[config.mk]
export PLATFORM = sky130hd
export DESIGN_NAME = pool2x2_stream
export DESIGN_NICKNAME = d
export VERILOG_FILES = /design/src/rtl/pool2x2_stream.sv
export SDC_FILE = /design/constraint.sdc
export NUM_CORES = 2
export LEC_CHECK = 0
export CAP_MARGIN = 30
export CORE_MARGIN = 3
export CORE_UTILIZATION = 25
export CTS_CLUSTER_DIAMETER = 50
export DETAILED_ROUTE_END_ITERATION = 16
export PLACE_DENSITY = 0.35
export SETUP_SLACK_MARGIN = 0.02
export SYNTH_ARGS = -nofsm -noshare
export SYNTH_HDL_FRONTEND = slang
export SYNTH_SLANG_ARGS = --single-unit
[constraint.sdc]
create_clock -name pclk -period 24.5 [get_ports pclk]
set_clock_uncertainty 0.15 [all_clocks]
set_input_delay 4.9 -clock pclk [delete_from_list [all_inputs] [get_ports pclk]]
set_output_delay 4.9 -clock pclk [all_outputs]
set_load 0.01 [all_outputs]
[src/rtl/pool2x2_stream.sv]
// pool2x2_stream: 2x2 stride-2 max/avg pooling of a raster pixel stream via a half-width line buffer.
// Output registered 1 cycle after the bottom-right pixel; no backpressure. Optional macro POOL_RELU_EN clamps negative results.
module pool2x2_stream #(
    parameter int DATA_W   = 16,
    parameter int MAX_COLS = 256,
    parameter int DIM_W    = 9
) (
    input  logic                     pclk,
    input  logic                     rst,
    input  logic [DIM_W-1:0]         cfg_cols,
    input  logic [DIM_W-1:0]         cfg_rows,
    input  logic                     cfg_avg,
    input  logic                     in_valid,
    input  logic                     in_sof,
    input  logic signed [DATA_W-1:0] in_data,
    output logic                     out_valid,
    output logic signed [DATA_W-1:0] out_data,
    output logic                     out_eol,
    output logic                     out_eof,
    output logic                     cfg_err
);
    localparam int DEPTH  = MAX_COLS / 2;
    localparam int ADDR_W = (DEPTH > 1) ? $clog2(DEPTH) : 1;
    localparam logic [DIM_W:0] MAX_COLS_W = (DIM_W+1)'(MAX_COLS);

    logic [DIM_W-1:0]         col_q, col_d, row_q, row_d;
    logic [DIM_W-1:0]         cols_q, cols_d, rows_q, rows_d;
    logic                     avg_q, avg_d, ok_q, ok_d, err_q, err_d;
    logic signed [DATA_W-1:0] p0_q, p0_d;
    logic                     out_vld_q, out_vld_d, out_eol_q, out_eol_d, out_eof_q, out_eof_d;
    logic signed [DATA_W-1:0] out_dat_q, out_dat_d;

    logic signed [DATA_W:0]   mem [DEPTH];
    logic signed [DATA_W:0]   buf_rd_q;

    logic                     sof, cfg_legal, avg_e, ok_e;
    logic [DIM_W-1:0]         cols_e, rows_e, pos_c, pos_r;
    logic                     odd_c, odd_r, last_c, last_r, fire;
    logic signed [DATA_W:0]   p0x, inx, h;
    logic signed [DATA_W+1:0] bx, hx, vsum, vmax;
    logic signed [DATA_W-1:0] res, res_f;
    logic                     buf_we, buf_re;
    logic [ADDR_W-1:0]        buf_addr;

    assign cfg_legal = (cfg_cols >= DIM_W'(2)) && (cfg_rows >= DIM_W'(2)) &&
                       ({1'b0, cfg_cols} <= MAX_COLS_W);

    // A start-of-frame pixel uses the incoming configuration and sits at (0,0).
    always_comb begin
        sof    = in_valid && in_sof;
        cols_e = sof ? cfg_cols : cols_q;
        rows_e = sof ? cfg_rows : rows_q;
        avg_e  = sof ? cfg_avg : avg_q;
        ok_e   = sof ? cfg_legal : ok_q;
        pos_c  = sof ? '0 : col_q;
        pos_r  = sof ? '0 : row_q;
        odd_c  = pos_c[0];
        odd_r  = pos_r[0];
        last_c = (pos_c == cols_e - DIM_W'(1));
        last_r = (pos_r == rows_e - DIM_W'(1));

        p0x  = {p0_q[DATA_W-1], p0_q};
        inx  = {in_data[DATA_W-1], in_data};
        h    = avg_e ? (p0x + inx) : ((p0_q > in_data) ? p0x : inx);
        bx   = {buf_rd_q[DATA_W], buf_rd_q};
        hx   = {h[DATA_W], h};
        vsum = bx + hx;
        vmax = (bx > hx) ? bx : hx;
        res  = avg_e ? DATA_W'(vsum >>> 2) : DATA_W'(vmax);
`ifdef POOL_RELU_EN
        res_f = res[DATA_W-1] ? '0 : res;
`else
        res_f = res;
`endif

        fire     = in_valid && ok_e && odd_c && odd_r;
        // A trailing odd row is never stored; it has no partner row.
        buf_we   = in_valid && ok_e && odd_c && !odd_r && !last_r;
        buf_re   = in_valid && ok_e && !odd_c && odd_r;
        buf_addr = ADDR_W'(pos_c >> 1);
    end

    always_comb begin
        col_d     = col_q;
        row_d     = row_q;
        cols_d    = cols_q;
        rows_d    = rows_q;
        avg_d     = avg_q;
        ok_d      = ok_q;
        err_d     = err_q;
        p0_d      = p0_q;
        out_vld_d = 1'b0;
        out_eol_d = 1'b0;
        out_eof_d = 1'b0;
        out_dat_d = out_dat_q;
        if (in_valid) begin
            cols_d = cols_e;
            rows_d = rows_e;
            avg_d  = avg_e;
            ok_d   = ok_e;
            if (sof) begin
                err_d = !cfg_legal;
            end
            if (!odd_c) begin
                p0_d = in_data;
            end
            if (last_c) begin
                col_d = '0;
                row_d = last_r ? '0 : pos_r + DIM_W'(1);
            end else begin
                col_d = pos_c + DIM_W'(1);
                row_d = pos_r;
            end
            if (fire) begin
                out_vld_d = 1'b1;
                out_dat_d = res_f;
                out_eol_d = ((pos_c >> 1) == (cols_e >> 1) - DIM_W'(1));
                out_eof_d = ((pos_c >> 1) == (cols_e >> 1) - DIM_W'(1)) &&
                            ((pos_r >> 1) == (rows_e >> 1) - DIM_W'(1));
            end
        end
    end

    always_ff @(posedge pclk or posedge rst) begin
        if (rst) begin
            col_q     <= '0;
            row_q     <= '0;
            cols_q    <= '0;
            rows_q    <= '0;
            avg_q     <= 1'b0;
            ok_q      <= 1'b0;
            err_q     <= 1'b0;
            p0_q      <= '0;
            out_vld_q <= 1'b0;
            out_eol_q <= 1'b0;
            out_eof_q <= 1'b0;
            out_dat_q <= '0;
        end else begin
            col_q     <= col_d;
            row_q     <= row_d;
            cols_q    <= cols_d;
            rows_q    <= rows_d;
            avg_q     <= avg_d;
            ok_q      <= ok_d;
            err_q     <= err_d;
            p0_q      <= p0_d;
            out_vld_q <= out_vld_d;
            out_eol_q <= out_eol_d;
            out_eof_q <= out_eof_d;
            out_dat_q <= out_dat_d;
        end
    end

    // Single-port line buffer: even rows write, odd rows read one pixel ahead.
    always_ff @(posedge pclk) begin
        if (buf_we) begin
            mem[buf_addr] <= h;
        end else if (buf_re) begin
            buf_rd_q <= mem[buf_addr];
        end
    end

    assign out_valid = out_vld_q;
    assign out_data  = out_dat_q;
    assign out_eol   = out_eol_q;
    assign out_eof   = out_eof_q;
    assign cfg_err   = err_q;

endmodule

==> impl_metrics.toml <==
[timing]
timing.slew.headroom_pct = 24.8
hold_slack_ns = 0.347
setup_viol = 0
slew_violations = 0
period_share_pct = 45.9
finalHoldViolCount = 0
setup-tns-final_ns = 0
rsz0062_at_grt = "false"
fin_ws_ns = 13.25
layout_min_cycle_time_ns = 11.25
max_freq_ghz = 0.0889
tightest_slew_ns = 1.13

[yosys]
yosys_warnings = 0
avgSynthCellArea_um2 = 15.8
synth_cell_type_count = 78
syn_inst = 5672
synth-seq-cells = 2267
syn_nets = 5788
netlist_area_um2 = 89700
synthXorXnorAreaFrac_pct = 0.527
ys.flop_type = "edfxtp_1"
synth_edf_count = 2193
muxShareOfSynthArea_pct = 5.38
synth_compound_area_share_pct = 11.4
yosys.area_share.simple_pct = 4.41
synthAdderAreaFrac_pct = 1.08
synth_top_family_by_area = "compound AO/OA/AOI/OAI gates"
ys_seq_area_share_pct = 75.5
synth_async_sr_flop_share_pct = 3.26

[die]
die_x_um = 605
dieHeight_um = 605
initial_core_util_pct = 25.2
coreArea_um2 = 356000
die_area_um2 = 366000
rows = 219
io_pins = 59

[placed_design]
dp_hpwl_um = 219000
place_ws_ns = 12.32
post-place-cells = 10400
place_congestion = 0.780
place_area_um2 = 98400
io_buffers = 58

[routing]
dr.pass1.iters = 6
drc = 0
ant_nets = 0
dr.first_iter.drc_count = 5423
vias_per_cell = 5.07
wl_per_cell_um = 33.9
vias = 55800
wl_um = 374000

[power]
power_frac_comb_pct = 27.1
switching_power_mw = 4.67
p_total_mw = 13.4
peakVddDrop_mv = 0.0859
internal-power_mw = 8.72
p_per_area_nw_per_um2 = 122
switching_share_pct = 34.9
p_leak_nw = 35.1
power_frac_clock_pct = 36.6
pwr-share-seq_pct = 36.3

[critical_path]
end_kind = "register"
cp.arrival_ns = 11.92
r2r_start = "p0_q[14]$_DFFE_PP0P_"
cp_max_fo = 57
r2r_setup_slack_ns = 17.41
reg2reg_depth = 22
critPathRequiredTime_ns = 25.17
worst_setup_path_start_kind = "primary input"
path_class = "primary input to register"
r2r-end = "out_data[13]$_DFFE_PP0P_"

[clock_tree]
cts_max_level = 5
clock-sinks = 2267
clk_latency_ns = 0.93
cts_resized = 0
post-cts-setup-buffer-count = 0
clockBufferDepth = 4
cts_hold_buf = 0
cts_root_buf = "clkbuf_16"
clkTransAtPathRegs_ns = 0.05
cts_tree = "built"
cts-buffers-inserted = 331

[min_path]
hold_class = "register to register"
min_from = "cfg_err$_DFFE_PP0P_"
min_path_cells = 1
min_to = "cfg_err$_DFFE_PP0P_"

[global_route]
grt.total_usage_pct = 19.9
grt_pass1_wl_um = 504000
grt_overflow = 0
antenna_found_initial = 21
grt_pass1_vias = 55500
grt_max_degree = 133

[finish]
final_util_pct = 30.8
drive_above_1_share_pct = 17.4
final_cell_mix = "2193 x edfxtp_1, 398 x a21oi_1, 363 x mux2i_1"
syn_to_final_growth_pct = 22.3
finalNonFillerCells = 11000
nNetsFinal = 6101
layout_commonest_cell = "edfxtp_1"
design_area_um2 = 110000

[job]
maxCapViolCount = 0

[outcome]
outcome = "finished clean"
==> Yosys cell counts (20+ instances only) <==
library cell     n  area (um^2)
edfxtp_1      2193        65900
a21oi_1        401         2010
nand2_1        373         1400
mux2i_1        364         3640
nor2_1         301         1130
clkbuf_1       236          886
o21ai_0        189          946
a221oi_1       178         1560
a22oi_1        169         1270
a22o_1          90          788
buf_1           89          334
a31oi_1         77          482
ha_1            76          951
o22ai_1         75          469
dfrtp_1         74         1850
nor3_1          68          340
mux2_2          65          732
o221ai_1        65          569
inv_1           63          236
a211oi_1        49          368
nand3_1         46          230
a221o_1         43          430
and3_1          32          200
xnor2_1         28          245
xor2_1          26          228
mux4_2          20          450
nand4_1         20          125
==> metal layers <==
layer  track usage (%)  wire (um)
met1              27.2     166000
met2              33.5     180000
met3              2.84      18900
met4              4.45       8250
met5                 0          0
==> power by group through the flow <==
stage / Clock [mW] / Combinational, mW / Sequential (mW)
final: 4.90 / 3.63 / 4.87
after global placement: 0 / 3.63 / 4.94
after floorplan: 0 / 1.70 / 5.06
after global routing: 5.16 / 3.80 / 4.87
after detailed placement: 0 / 3.66 / 4.94
after CTS: 5.00 / 3.67 / 4.86
==> state kept, by name, indices dropped and copies added, names as in the netlist <==
signal	count
row_q	9
out_eol	1
rows_q	9
cols_q	9
p0_q	16
ok_q	1
out_valid	1
avg_q	1
col_q	9
out_eof	1
cfg_err	1
mem	2176
out_data	16
buf_rd_q	17
==> cell type report <==
cell class	count	area [um^2]
Fill cell	34900	247000
Sequential cell	2267	67700
Multi-Input combinational cell	2992	21600
Clock buffer	391	8740
Tap cell	4751	5940
Timing Repair Buffer	325	2910
Clock inverter	214	2580
Inverter	68	267
Antenna cell	7	17.5
==> worst max-delay path, cell delays in order <==
cell and delay, ns:
clkdlybuf4s50_1 0.52, inv_1 0.09, ha_1 0.42, nand4_1 0.22, or3_1 0.41, a21o_1 0.18
and4_4 0.18, or2_1 0.22, buf_4 0.24, o21ai_0 0.68, nand2_1 0.22, o21ai_4 0.10
buf_4 0.56, ha_1 0.42, nor4_1 0.42, and4b_1 0.26, and3_1 0.21, nand2_1 0.07
o21ai_0 0.14, a21oi_1 0.07, o21ai_0 0.46, o211ai_4 0.41, mux2i_1 0.21, a221o_1 0.28
==> worst max-delay path by stage <==
stage                            from                       end
after floorplan           in_data[14]   out_data[6]$_DFFE_PP0P_
after global placement    in_data[15]  out_data[13]$_DFFE_PP0P_
after detailed placement  in_data[15]  out_data[13]$_DFFE_PP0P_
after CTS                 in_data[15]  out_data[13]$_DFFE_PP0P_
after global routing      in_data[15]  out_data[13]$_DFFE_PP0P_
final                     in_data[15]  out_data[13]$_DFFE_PP0P_
==> cells by family after synthesis <==
| kind of cell | count (synthesis) |
|---|---|
| compound gates | 1497 |
| flops | 2267 |
| fa+ha+maj | 77 |
| simple gates | 915 |
| buf+inv | 413 |
| xor+xnor | 54 |
| mux | 449 |
Note: power is estimated with default switching activity, not from simulation.
